File: src/rtl/tc_pl_bus_txb_fifo_if.sv
// Producer/consumer bundle for the frame-aware chip-select buffer.
// master: the side driving writes and pops; slave: the buffer itself.
interface tc_pl_bus_txb_fifo_if #(
    parameter int unsigned AGP0_25    = 8,
    parameter int unsigned DEPTH_LOG2 = 4,
    parameter int unsigned AGP0_23    = 9
);
    logic                  wr_en;
    logic [AGP0_25-1:0]    wr_data;
    logic                  wr_last;
    logic                  wr_abort;
    logic                  wr_full;
    logic                  wr_drop;
    logic [DEPTH_LOG2:0]   frm_cnt;
    logic                  txb_req;
    logic [AGP0_23-1:0]    txb_data;
    logic                  txb_empty;

    modport master (
        output wr_en, wr_data, wr_last, wr_abort, txb_req,
        input  wr_full, wr_drop, frm_cnt, txb_data, txb_empty
    );

    modport slave (
        input  wr_en, wr_data, wr_last, wr_abort, txb_req,
        output wr_full, wr_drop, frm_cnt, txb_data, txb_empty
    );
endinterface

File: src/rtl/tc_pl_bus_txb_fifo.sv
// Frame-aware chip-select FIFO: words become readable only once their frame
// commits; overflowed or aborted frames are rolled back to the commit pointer.
module tc_pl_bus_txb_fifo #(
    parameter int unsigned AGP0_23    = 9,
    parameter int unsigned AGP0_25    = 8,
    parameter int unsigned DEPTH_LOG2 = 4
) (
    input logic                 clk,
    input logic                 rst,
    tc_pl_bus_txb_fifo_if.slave bus
);
    localparam int unsigned PW    = DEPTH_LOG2 + 1;
    localparam int unsigned DEPTH = 1 << DEPTH_LOG2;

    typedef enum logic [1:0] {
        S_IDLE    = 2'd0,
        S_FILL    = 2'd1,
        S_DISCARD = 2'd2
    } state_t;

    logic [AGP0_23-1:0] mem [DEPTH];

    state_t        state, state_nxt;
    logic [PW-1:0] wptr, wptr_nxt;
    logic [PW-1:0] cptr, cptr_nxt;
    logic [PW-1:0] rptr;
    logic [PW-1:0] frm_cnt;
    logic          wr_drop, drop_nxt;
    logic          mem_we;
    logic          commit;
    logic [PW-1:0] used;
    logic          full;
    logic          empty;
    logic          pop;
    logic          pop_last;
    logic [AGP0_23-1:0] head;

    assign used     = wptr - rptr;
    assign full     = (used == PW'(DEPTH));
    assign empty    = (cptr == rptr);
    assign head     = mem[rptr[DEPTH_LOG2-1:0]];
    assign pop      = bus.txb_req & ~empty;
    assign pop_last = pop & head[AGP0_23-1];

    assign bus.wr_full   = full;
    assign bus.wr_drop   = wr_drop;
    assign bus.frm_cnt   = frm_cnt;
    assign bus.txb_empty = empty;
    assign bus.txb_data  = empty ? '0 : head;

    // Write FSM next-state and pointer control; abort overrides any write.
    always_comb begin
        state_nxt = state;
        wptr_nxt  = wptr;
        cptr_nxt  = cptr;
        drop_nxt  = 1'b0;
        mem_we    = 1'b0;
        commit    = 1'b0;
        if (bus.wr_abort) begin
            wptr_nxt  = cptr;
            state_nxt = S_IDLE;
        end else begin
            case (state)
                S_IDLE, S_FILL: begin
                    if (bus.wr_en) begin
                        if (full) begin
                            wptr_nxt  = cptr;
                            drop_nxt  = 1'b1;
                            state_nxt = bus.wr_last ? S_IDLE : S_DISCARD;
                        end else begin
                            mem_we   = 1'b1;
                            wptr_nxt = wptr + PW'(1);
                            if (bus.wr_last) begin
                                commit    = 1'b1;
                                cptr_nxt  = wptr + PW'(1);
                                state_nxt = S_IDLE;
                            end else begin
                                state_nxt = S_FILL;
                            end
                        end
                    end
                end
                S_DISCARD: begin
                    if (bus.wr_en && bus.wr_last) begin
                        state_nxt = S_IDLE;
                    end
                end
                default: state_nxt = S_IDLE;
            endcase
        end
    end

    always_ff @(posedge clk) begin
        if (!rst) begin
            state   <= S_IDLE;
            wptr    <= '0;
            cptr    <= '0;
            rptr    <= '0;
            frm_cnt <= '0;
            wr_drop <= 1'b0;
        end else begin
            state   <= state_nxt;
            wptr    <= wptr_nxt;
            cptr    <= cptr_nxt;
            wr_drop <= drop_nxt;
            if (pop) begin
                rptr <= rptr + PW'(1);
            end
            // Commit and last-word pop on the same edge cancel out.
            if (commit && !pop_last) begin
                frm_cnt <= frm_cnt + PW'(1);
            end else if (!commit && pop_last) begin
                frm_cnt <= frm_cnt - PW'(1);
            end
        end
    end

    // Storage is deliberately left uninitialised across reset.
    always_ff @(posedge clk) begin
        if (mem_we) begin
            mem[wptr[DEPTH_LOG2-1:0]] <= {bus.wr_last, bus.wr_data};
        end
    end
endmodule

File: src/flat_wrapper.sv
// flat-port wrapper written by rule: the top's interface ports become plain ports
module tc_pl_bus_txb_fifo_flat 
#(
    parameter int unsigned AGP0_23    = 9,
    parameter int unsigned AGP0_25    = 8,
    parameter int unsigned DEPTH_LOG2 = 4
)
  (clk, rst, bus_wr_en, bus_wr_data, bus_wr_last, bus_wr_abort, bus_txb_req, bus_wr_full, bus_wr_drop, bus_frm_cnt, bus_txb_data, bus_txb_empty);
  tc_pl_bus_txb_fifo_if #(.AGP0_25(AGP0_25), .DEPTH_LOG2(DEPTH_LOG2), .AGP0_23(AGP0_23)) bus_i ();
  input logic clk;
  input logic rst;
  input wire logic [$bits(bus_i.wr_en)-1:0] bus_wr_en;
  input wire logic [$bits(bus_i.wr_data)-1:0] bus_wr_data;
  input wire logic [$bits(bus_i.wr_last)-1:0] bus_wr_last;
  input wire logic [$bits(bus_i.wr_abort)-1:0] bus_wr_abort;
  input wire logic [$bits(bus_i.txb_req)-1:0] bus_txb_req;
  output wire logic [$bits(bus_i.wr_full)-1:0] bus_wr_full;
  output wire logic [$bits(bus_i.wr_drop)-1:0] bus_wr_drop;
  output wire logic [$bits(bus_i.frm_cnt)-1:0] bus_frm_cnt;
  output wire logic [$bits(bus_i.txb_data)-1:0] bus_txb_data;
  output wire logic [$bits(bus_i.txb_empty)-1:0] bus_txb_empty;
  assign bus_i.wr_en = bus_wr_en;
  assign bus_i.wr_data = bus_wr_data;
  assign bus_i.wr_last = bus_wr_last;
  assign bus_i.wr_abort = bus_wr_abort;
  assign bus_i.txb_req = bus_txb_req;
  assign bus_wr_full = bus_i.wr_full;
  assign bus_wr_drop = bus_i.wr_drop;
  assign bus_frm_cnt = bus_i.frm_cnt;
  assign bus_txb_data = bus_i.txb_data;
  assign bus_txb_empty = bus_i.txb_empty;
  tc_pl_bus_txb_fifo #(.AGP0_23(AGP0_23), .AGP0_25(AGP0_25), .DEPTH_LOG2(DEPTH_LOG2)) u_core (.clk(clk), .rst(rst), .bus(bus_i));
endmodule
File: config.mk
export PLATFORM = sky130hd
export DESIGN_NAME = tc_pl_bus_txb_fifo_flat
export DESIGN_NICKNAME = d
export VERILOG_FILES = /design/src/rtl/tc_pl_bus_txb_fifo_if.sv /design/src/rtl/tc_pl_bus_txb_fifo.sv /design/src/flat_wrapper.sv
export SDC_FILE = /design/constraint.sdc
export NUM_CORES = 1
export LEC_CHECK = 0
export ABC_AREA = 0
export ABC_CLOCK_PERIOD_IN_PS = 8250
export CAP_MARGIN = 20
export CORE_MARGIN = 8
export CORE_UTILIZATION = 43
export CTS_BUF_LIST = sky130_fd_sc_hd__clkbuf_4 sky130_fd_sc_hd__clkbuf_8 sky130_fd_sc_hd__clkbuf_16
export DETAILED_ROUTE_END_ITERATION = 10
export GPL_ROUTABILITY_DRIVEN = 0
export PLACE_DENSITY = 0.69
export SLEW_MARGIN = 20
export SYNTH_ARGS = -nofsm -noshare
export SYNTH_HDL_FRONTEND = slang
export SYNTH_SLANG_ARGS = --single-unit
export TNS_END_PERCENT = 5
File: constraint.sdc
create_clock -name clk -period 8.25 [get_ports clk]
set_input_delay 0.825 -clock clk [delete_from_list [all_inputs] [get_ports clk]]
set_output_delay 0.825 -clock clk [all_outputs]
set_load 0.03 [all_outputs]
* After elaboration in Yosys (flattened, before gate mapping)
Memories as Yosys holds them, arrays and structs flattened. A register that Yosys moved wholly into a read port is not among the register bits.
Index checks and enable logic that the tools add are counted.
** Cells by class
- Add/sub/neg operators :: 5
- Equal/unequal tests :: 6
- Mux-type cells :: 27
- Bitwise operators :: 8
- Reductions and logical operators :: 15
** Operators by type and width (count)
- 2-to-1 mux 5 bit :: 6
- adder 5 x 1 -> 5 bit, second input constant :: 3
- 2-to-1 mux 1 bit :: 13
- 2-to-1 mux 9 bit :: 1
- 2-to-1 mux 2 bit :: 4
- 2-to-1 mux 4 bit :: 2
- inverter 1 bit :: 6
- nonzero test 2 bit :: 3
- equality test 5 bit :: 1
- equality test 5 bit, second input constant :: 1
- AND reduction 5 bit :: 1
- subtractor 5 x 1 -> 5 bit, second input constant :: 1
- subtractor 5 bit :: 1
- one-hot mux 2 bit (2 select lines) :: 1
- AND reduction 2 bit :: 2
- OR reduction 2 bit :: 2
- OR reduction 4 bit :: 1
- logical AND 1 bit :: 3
- AND 1 bit :: 2
- equality test 2 x 1 -> 1 bit, second input constant :: 1
- equality test 2 bit, second input constant :: 1
- logical NOT 1 bit :: 2
- logical NOT 2 bit :: 1
- != test 2 x 1 -> 1 bit, second input constant :: 1
- != test 2 bit, second input constant :: 1
** Word-level totals
- Flip-flop bits (word level) :: 23
- Bits in writable memories :: 144
- Input bits :: 14
- Output and inout port bits :: 17
- Logic and storage cells :: 68
- Memories kept :: 1
** Memories
- u_core.mem :: words 16, bits a word 9, rd ports 1, clocked after Yosys merged registers in 1, write ports 1, RTL line tc_pl_bus_txb_fifo.sv:21 : logic [AGP0_23-1:0] mem [DEPTH];

* Depth between registers and ports, before layout
Gate-level depths: netlist (run 1).
- Depth in word-level cells :: 10
- Mapped depth :: 15
- Gate-level depth less buffers :: 15

* Worst setup path after synthesis (run 1)
OpenSTA, ideal clock, no wires.
- Kind :: register -> register
- Start :: register (tool-made name)
- End :: register u_core.frm_cnt[4], in the netlist u_core.bus.frm_cnt[4]
- Library setup time :: 0.070 ns
- Arrival :: 3.060 ns
- Data required time :: 8.180 ns
- Setup slack :: 5.120 ns
- Cell stages (with the launch flop) :: 13
- Path buffers :: 1
- Cell sequence :: dfxtp_1 buf_6 mux4_1 mux4_2 o211ai_1 ha_1 inv_1 fa_1 a21o_1 a21oi_1 xnor2_1 or3_1 a21oi_1
** RTL lines
- end signal: assignment :: RTL line tc_pl_bus_txb_fifo.sv:111 : frm_cnt <= frm_cnt + PW'(1);
- end signal: assignment :: RTL line tc_pl_bus_txb_fifo.sv:113 : frm_cnt <= frm_cnt - PW'(1);
- end: declaration :: RTL line tc_pl_bus_txb_fifo.sv:27 : logic [PW-1:0] frm_cnt;

==> results of run 1 <==
-- power by group through the flow --
stage,logic [W],registers [W],clock network [W]
floorplan,0.000196,0.000986,0
detailed placement,0.000278,0.000981,0
global placement,0.000275,0.000980,0
finish,0.000276,0.000963,0.000811
global route,0.000297,0.000964,0.000855
CTS,0.000280,0.000963,0.000822
-- cells in the mapped netlist, drive strengths merged (6+ instances only) --
library cell and n:
clkbuf 10, nor4b 6, inv 11, dfxtp 27, edfxtp 144, mux2i 7
mux4 45, nand2 18, a21oi 11, xnor2 15, buf 9, and2 8
nor2 20, nor2b 14, ha 13, o21ai 7
-- cells in the final DEF, fill, tap and decap left out, drive strengths merged, types with 2 or more instances in the layout --
cell             n
edfxtp         144
mux4            45
clkdlybuf4s50   30
dfxtp           27
nor2            20
clkbuf          19
nand2           18
inv             16
xnor2           15
nor2b           14
ha              13
a21oi           11
and2             8
o21ai            7
mux2i            7
nor4b            6
and3             5
nand2b           4
nand3            4
a31oi            4
o211ai           4
clkinv           4
nor3             3
and4             3
or3              3
bufinv           3
buf              3
o31a             2
xor2             2
a311oi           2
a21o             2
-- how the worst min path moves through the flow --
stage / from / end / slack [ns] / cells past startpoint
2_1_floorplan: u_core.state[1] / u_core.state[0] / 0.43 / 1
3_3_place_gp: u_core.state[1] / u_core.state[0] / 0.46 / 1
3_5_place_dp: u_core.state[1] / u_core.state[0] / 0.47 / 1
4_1_cts: u_core.state[1] / u_core.state[0] / 0.48 / 1
5_1_grt: u_core.state[1] / u_core.state[0] / 0.49 / 1
6_report: u_core.state[1] / u_core.state[0] / 0.48 / 1
-- sequential cells by signal (all words and copies together), names as in the netlist, named ones only --
register	cells
u_core.mem	144
u_core.cptr	5
u_core.wptr	5
u_core.rptr	5
u_core.state	2
u_core.bus.wr_drop	1
u_core.bus.frm_cnt	5
-- cell type report --
type                            count  area (um2)
Clock inverter                     13         164
Sequential cell                   171        4870
Tap cell                          220         275
Fill cell                        1372        8170
Multi-Input combinational cell    208        2300
Clock buffer                       19         440
Inverter                           11        41.3
Timing Repair Buffer               33         323
-- cells by family (layout without fill, tap and decap cells) --
| kind of cell | count (synthesis) | in the layout | share of synthesized area, % |
|---|---|---|---|
| AND/OR/NAND/NOR | 90 | 90 | 7.50 |
| buffers and inverters | 30 | 76 | 2.29 |
| multiplexers | 52 | 52 | 15.6 |
| adder cells (fa/ha/maj) | 14 | 14 | 2.51 |
| flip-flops | 171 | 171 | 66.9 |
| AO/OA/AOI/OAI | 35 | 35 | 3.11 |
| XOR/XNOR | 17 | 17 | 2.05 |
-- per-layer routing --
metal | GRT usage [%] | part of all wire, % | up-vias
li1 | - | - | 1688
met1 | 17.8 | 40 | 1870
met2 | 23.8 | 50 | 122
met3 | 4.02 | 7.7 | 26
met4 | 5.51 | 2.2 | 0
met5 | 0 | 0 | -
-- stage by stage --
step,instances,setup WS [ns],total power (W)
final,675,4.19,0.00205
after global routing,675,4.05,0.00212
after CTS,675,4.13,0.00206
after detailed placement,643,4.24,0.00126
after global placement,643,4.37,0.00125
after floorplan,409,5.12,0.00118
-- critical path: cells and delay by family (launching register included) --
| family | cells | cell delay [ns] |
|---|---|---|
| buffers and inverters | 2 | 1.15 |
| flip-flops | 1 | 0.32 |
| multiplexers | 2 | 1.18 |
| AND/OR/NAND/NOR | 1 | 0.17 |
==> results.cfg, run 1 <==
[detailed_routing]
wl_mm = 14.8
first_iter_violations = 300
via_count = 3706
drc = 0
firstDrtPassIters = 5
ant_nets = 0
drt-wirelength-per-cell_um = 22.0
vias_per_cell = 5.49

[floorplan]
die_x_um = 146
die-area_um2 = 21300
core_um2 = 16600
fp.dieH_um = 146
initial_core_util_pct = 43.8
io_pins = 31
rows = 47

[worst_setup_path]
slowest_stage = mux4_1
rr_endpoint = u_core.bus.frm_cnt[4]
cp_max_fo = 36
cp_cell_sequence = buf_4, mux4_1, mux4_2, nor2b_1, clkdlybuf4s50_1
r2r_cells = 12
start_kind = flop
path_class = reg2out
cp.required_ns = 7.42
rrSetupSlack_ns = 4.38
critPathArrivalTime_ns = 3.24
cpPeakStageDelay_ns = 0.64
cp-end-kind = output pin
crit_end = bus_txb_data[8]

[logic_synthesis]
synthArstFlopShare_pct = 0
yosys-top-cells-area = edfxtp_1 (59%), mux4_2 (9.6%), dfxtp_1 (7.4%), mux4_1 (5.1%), ha_1 (2.2%)
synth-edff-count = 144
ys_warn_count = 0
synth_seq_area_share_pct = 66.9
ys_ff_latch = 171
synth.distinct_cells = 45
netlist_area_um2 = 7270
syn_area_per_cell_um2 = 17.8
synth_top_cell_area_share_pct = 59.5
synth_nets = 437
synth_top_area_cell = edfxtp_1
synth_cells = 409
synth_ff_type = edfxtp_1

[sta]
fmax_mhz = 246
finalCritPeriodShare_pct = 49.2
rsz0062_at_grt = no
fin_hold_ws_ns = 0.480
hold_viol = 0
tightest_slew_ns = 1.13
slew_headroom_pct = 24.3
drv_slew = 0
tns_ns = 0
period_needed_ns = 4.06
skew_ns = 0.00764
setup_viol = 0

[final_layout]
final_nets = 470
fin_area_um2 = 8410
antenna_cells = 0
finish.utilization_pct = 50.7
area_delta_synth_final_pct = 15.7
drive_gt1_share_pct = 17.8

[power]
vdd_ir_drop_max_mv = 0.159
p_per_area_nw_per_um2 = 244
switching_power_w = 0.000482
p_int_w = 0.00157
combPwrFrac_pct = 13.4
p_seq_share_pct = 47.0
p_sw_share_pct = 23.5
p_clk_share_pct = 39.6
p_leak_nw = 2.75

[hold_path]
hold_path_class = reg2reg

[clocking]
htreeDepth = 4
cts_resized = 0
cts_made_buffers = 17
root_buffer = clkbuf_16
postCtsHoldBufs = 0
cts_setup_buffers = 0
clock-sinks = 171
cts_tree = built
insertion_delay_ns = 0.43
cts_buffer_depth = 2
clkTransAtPathRegs_ns = 0.06

[flow_run]
cap_violations = 0

[placement]
port_buffers = 30
post-dp-hpwl_mm = 8.89
postPlaceCellArea_um2 = 7810

[grt]
grt.total_usage_pct = 14.4
antenna_found_initial = 0
grt_pass1_wl_mm = 23.0
overflow = 0
grt_max_degree = 37
grt_pass1_vias = 4001

[run_status]
status = finished, final reports clean
No activity file was read; power rests on OpenSTA's default activity.
==> inputs of run 2 (changes only) <==
- ABC_CLOCK_PERIOD_IN_PS: 8250 -> 3970
- clock period: 8.25 -> 3.97 ns (I/O delays scaled with it)
==> run 2 against run 1 <==
Effect of this change:
- die area stayed put
- final area is 0.10% lower
- core utilization is 0.053 points lower
- non-clock buffer count is 11 higher
- cell count is 1.6% higher
- global-route usage is 0.30 points lower
- power is 100% higher
- routed wire length is 0.27% lower
- register-to-register slack worse by 3.9 ns
- sequential cell count stayed put
- critical endpoint is now u_core.bus.frm_cnt[4]
- largest cell class unchanged
- largest power group unchanged
==> results.cfg, run 2 (synthesis results as in run 1) <==
[final_layout]
final_nets = 481
area_delta_synth_final_pct = 15.6
finish.utilization_pct = 50.7
nFillCells = 1365
multi_input_area_um2 = 2270
fin_area_um2 = 8410
regArea_um2 = 4870
layout_commonest_cell = edfxtp_1
largest_reg_flops = 144
antenna_cells = 0
drive_gt1_share_pct = 19.3
layout_common_cells = edfxtp_1 (144), mux4_2 (31), clkdlybuf4s50_1 (30), dfxtp_1 (26), nor2_1 (19)

[clocking]
clock-sinks = 171
postCtsHoldBufs = 0
cts_tree = built
cts_setup_buffers = 0
cts_buffer_depth = 2
cts_resized = 0
insertion_delay_ns = 0.42
root_buffer = clkbuf_16
htreeDepth = 4
cts_made_buffers = 17
clkTransAtPathRegs_ns = 0.06

[worst_setup_path]
path_class = reg2reg
cp-startpoint = u_core.wptr[3]
rrSetupSlack_ns = 0.46
cp-end-kind = flop
cp.required_ns = 4.31
r2r_cells = 13
critPathArrivalTime_ns = 3.85
r2r_start = u_core.wptr[3]
rr_endpoint = u_core.bus.frm_cnt[4]
cp_max_fo = 13
start_kind = flop

[sta]
finalCritPeriodShare_pct = 88.5
tns_ns = 0
tightest_slew_ns = 0.733
worst_slack_ns = 0.458
fmax_mhz = 285
rsz0062_at_grt = no
period_needed_ns = 3.51
skew_ns = 0.00886
slew_headroom_pct = 51.2
drv_slew = 0
fin_hold_ws_ns = 0.473
setup_viol = 0
hold_viol = 0

[grt]
antenna_found_initial = 0
grt_max_degree = 25
use_met1_pct = 17.8
grt_most_used_layer = met2
grt_pass1_wl_mm = 22.5
grt_use_met3_pct = 4.33
grt.total_usage_pct = 14.1
overflow = 0
grt_pass1_vias = 3884
use_met2_pct = 23.0

[placement]
post-dp-hpwl_mm = 9.34
postPlaceCellArea_um2 = 7860
port_buffers = 30
pre_cts_slack_ns = 0.497

[detailed_routing]
first_iter_violations = 321
via_count = 3800
ant_nets = 0
drt-wirelength-per-cell_um = 21.6
vias_per_cell = 5.54
firstDrtPassIters = 4
wl_mm = 14.8
drc = 0

[hold_path]
hold_path_class = reg2reg
hold_depth = 1
hp-start = u_core.state[1]
hold_end = u_core.state[0]

[floorplan]
rows = 47
die_x_um = 146
initial_core_util_pct = 43.8
core_um2 = 16600
fp.dieH_um = 146
io_pins = 31
die-area_um2 = 21300

[run_status]
status = finished, final reports clean

[power]
p_per_area_nw_per_um2 = 491
vdd_ir_drop_max_mv = 0.334
p_leak_nw = 2.78

[flow_run]
cap_violations = 0
[run 2: changes by cell type in the layout (fill, tap and decap cells not counted), sizes merged]
cell,delta
clkinv,+3
buf,+11
clkbuf,-1
bufinv,-2
[run 2: report_power, final]
group | switching [W] | total, W | internal [W]
sequential | 0.0000331 | 0.00201 | 0.00197
combinational | 0.000296 | 0.000575 | 0.000279
clock | 0.000674 | 0.00155 | 0.000871
[run 2: layer usage]
metal | wire length [um] | vias up
met2 | 7390 | 136
met4 | 149 | 0
met3 | 878 | 8
met1 | 6360 | 1941
li1 | - | 1715
met5 | 0 | -
[run 2: layout make-up]
cell class / instances / share of cell area (%)
clock inverters: 14 / 1.40
repair buffers: 44 / 4.82
inverters: 11 / 0.491
clock buffers: 18 / 5.15
flip-flops and latches: 171 / 57.9
well taps: 220 / 3.27
multi-input cells: 208 / 27.0
[run 2: worst max path at each step]
stage / endpoint / cells after the start
2_1_floorplan: u_core.bus.frm_cnt[4] / 12
3_5_place_dp: u_core.bus.frm_cnt[4] / 13
5_1_grt: u_core.bus.frm_cnt[4] / 14
4_1_cts: bus_txb_data[1] / 5
3_3_place_gp: u_core.bus.frm_cnt[4] / 13
6_report: u_core.bus.frm_cnt[4] / 13
[run 2: per-stage QoR]
| stage | total power [W] | instances |
|---|---|---|
| after floorplan | 0.00246 | 409 |
| after global placement | 0.00261 | 654 |
| after detailed placement | 0.00263 | 654 |
| after CTS | 0.00416 | 686 |
| after global routing | 0.00426 | 686 |
| final | 0.00413 | 686 |
[run 2: worst max-delay path, stage by stage (launching register included)]
cell	delay [ns]
dfxtp_1	0.64
ha_1	0.36
and3_1	0.17
o211ai_2	0.30
nand3_1	0.27
inv_1	0.12
ha_1	0.19
inv_1	0.11
fa_1	0.41
a21o_1	0.17
a21oi_1	0.17
xnor2_1	0.10
or3_1	0.30
a21oi_1	0.14
==> inputs of run 3 (changes only) <==
- PLACE_DENSITY: 0.69 -> default
- SKIP_LAST_GASP: default -> 1
==> run 3 against run 2 <==
Effect of this change:
- first-iteration DRC count is 10% lower
- clock-buffer cell count up 3
- clock skew rose by 0.0049 ns
- register-to-register slack lost 0.09 ns
- power fell by 2.5%
- non-clock buffer count stayed put
- maximum frequency decreased by 2.5%
- sequential share of layout area is 0.28 points higher
- cell count unchanged
- largest cell class unchanged
- largest power group unchanged
==> results.cfg, run 3 (synthesis results as in run 1) <==
[detailed_routing]
wl_mm = 14.8
dr_wl_met2_mm = 7.25
drc = 0
first_iter_violations = 289
met1_length_mm = 6.62
top_layer = met4
firstDrtPassIters = 4
via_count = 3706
drt-wirelength-per-cell_um = 21.6
ant_nets = 0
vias_per_cell = 5.40
wl_met3_um = 741

[final_layout]
antenna_cells = 0
multi_input_area_um2 = 2270
nFillCells = 1356
layout_common_cells = edfxtp_1 (144), mux4_2 (31), clkdlybuf4s50_1 (30), dfxtp_1 (26), nor2_1 (19)
area_delta_synth_final_pct = 15.1
drive_gt1_share_pct = 19.1
layout_commonest_cell = edfxtp_1
largest_reg_flops = 144
regArea_um2 = 4870
final_nets = 481

[sta]
tightest_slew_ns = 0.771
slew_headroom_pct = 48.6
fmax_mhz = 278
tns_ns = 0
skew_ns = 0.0137
period_needed_ns = 3.60
setup_viol = 0
drv_slew = 0
hold_viol = 0
finalCritPeriodShare_pct = 90.7
rsz0062_at_grt = no
worst_slack_ns = 0.369

[floorplan]
die-area_um2 = 21300
rows = 47
core_um2 = 16600
io_pins = 31
fp.dieH_um = 146
initial_core_util_pct = 43.8
die_x_um = 146

[worst_setup_path]
cp.required_ns = 4.31
cp-end-kind = flop
cp_max_fo = 13
cpPeakStageDelay_ns = 0.65
cpLargestDelayFamily = adder cells
cp_cell_sequence = ha_1, and3_1, o211ai_2, nand3_1, inv_1, ha_1, inv_1, fa_1, a21o_1, a21oi_1, xnor2_1, or3_1, a21oi_1
rrSetupSlack_ns = 0.37
path_class = reg2reg
slowest_stage = dfxtp_1
critPathArrivalTime_ns = 3.95
path_buf_inv = 2
start_kind = flop

[placement]
post-dp-hpwl_mm = 9.27
pre_cts_slack_ns = 0.404
port_buffers = 30

[clocking]
clkTransAtPathRegs_ns = 0.06
cts_buffer_depth = 2
cts_setup_buffers = 0
postCtsHoldBufs = 0
htreeDepth = 4
clock-sinks = 171
root_buffer = clkbuf_16
cts_made_buffers = 17
cts_tree = built
insertion_delay_ns = 0.43
cts_resized = 0

[grt]
overflow = 0
grt_max_degree = 25
antenna_found_initial = 0
grt.total_usage_pct = 14.3
grt_pass1_vias = 3843
grt_pass1_wl_mm = 22.8

[power]
p_leak_nw = 2.76
vdd_ir_drop_max_mv = 0.307
p_per_area_nw_per_um2 = 481

[hold_path]
hold_path_class = reg2reg

[run_status]
status = finished, final reports clean

[flow_run]
cap_violations = 0
run 3: worst paths after layout:
check	start	endpoint	cells past startpoint
hold reg to reg	u_core.state[1]	u_core.state[0]	1
setup reg to reg	u_core.wptr[3]	u_core.bus.frm_cnt[4]	13
hold / removal	u_core.state[1]	u_core.state[0]	1
setup / recovery	u_core.wptr[3]	u_core.bus.frm_cnt[4]	13
run 3: cell type report:
type                       count  area share, %
clock buffer                  21           5.44
inverter                      11          0.494
multi-input combinational    208           27.1
timing repair buffer          44           4.85
sequential                   171           58.2
tap                          220           3.29
clock inverter                11          0.658
run 3: where the power goes:
part / switching (W) / total (W) / leakage, nW / internal (W)
Sequential: 0.0000302 / 0.00200 / 1.52 / 0.00197
Clock: 0.000635 / 0.00145 / 0.256 / 0.000810
Combinational: 0.000297 / 0.000576 / 0.988 / 0.000279
Total: 0.000962 / 0.00403 / 2.76 / 0.00306
run 3: per-layer routing:
layer  global-route usage [%]  vias to the layer above
li1                         -                     1709
met1                     18.7                     1901
met2                     22.9                       78
met3                     3.03                       18
met4                     6.03                        0
met5                        0                        -
run 3: per-stage QoR:
step                      hold WS [ns]  total power (W)  utilization (%)  cell area [um2]  cells
after detailed placement         0.467          0.00263             47.4             7860    654
after CTS                        0.477          0.00407             50.4             8370    686
after global placement           0.460          0.00262             47.4             7860    654
after floorplan                  0.429          0.00246                -             7270    409
final                            0.472          0.00403             50.4             8370    686
after global routing             0.494          0.00417             50.4             8370    686
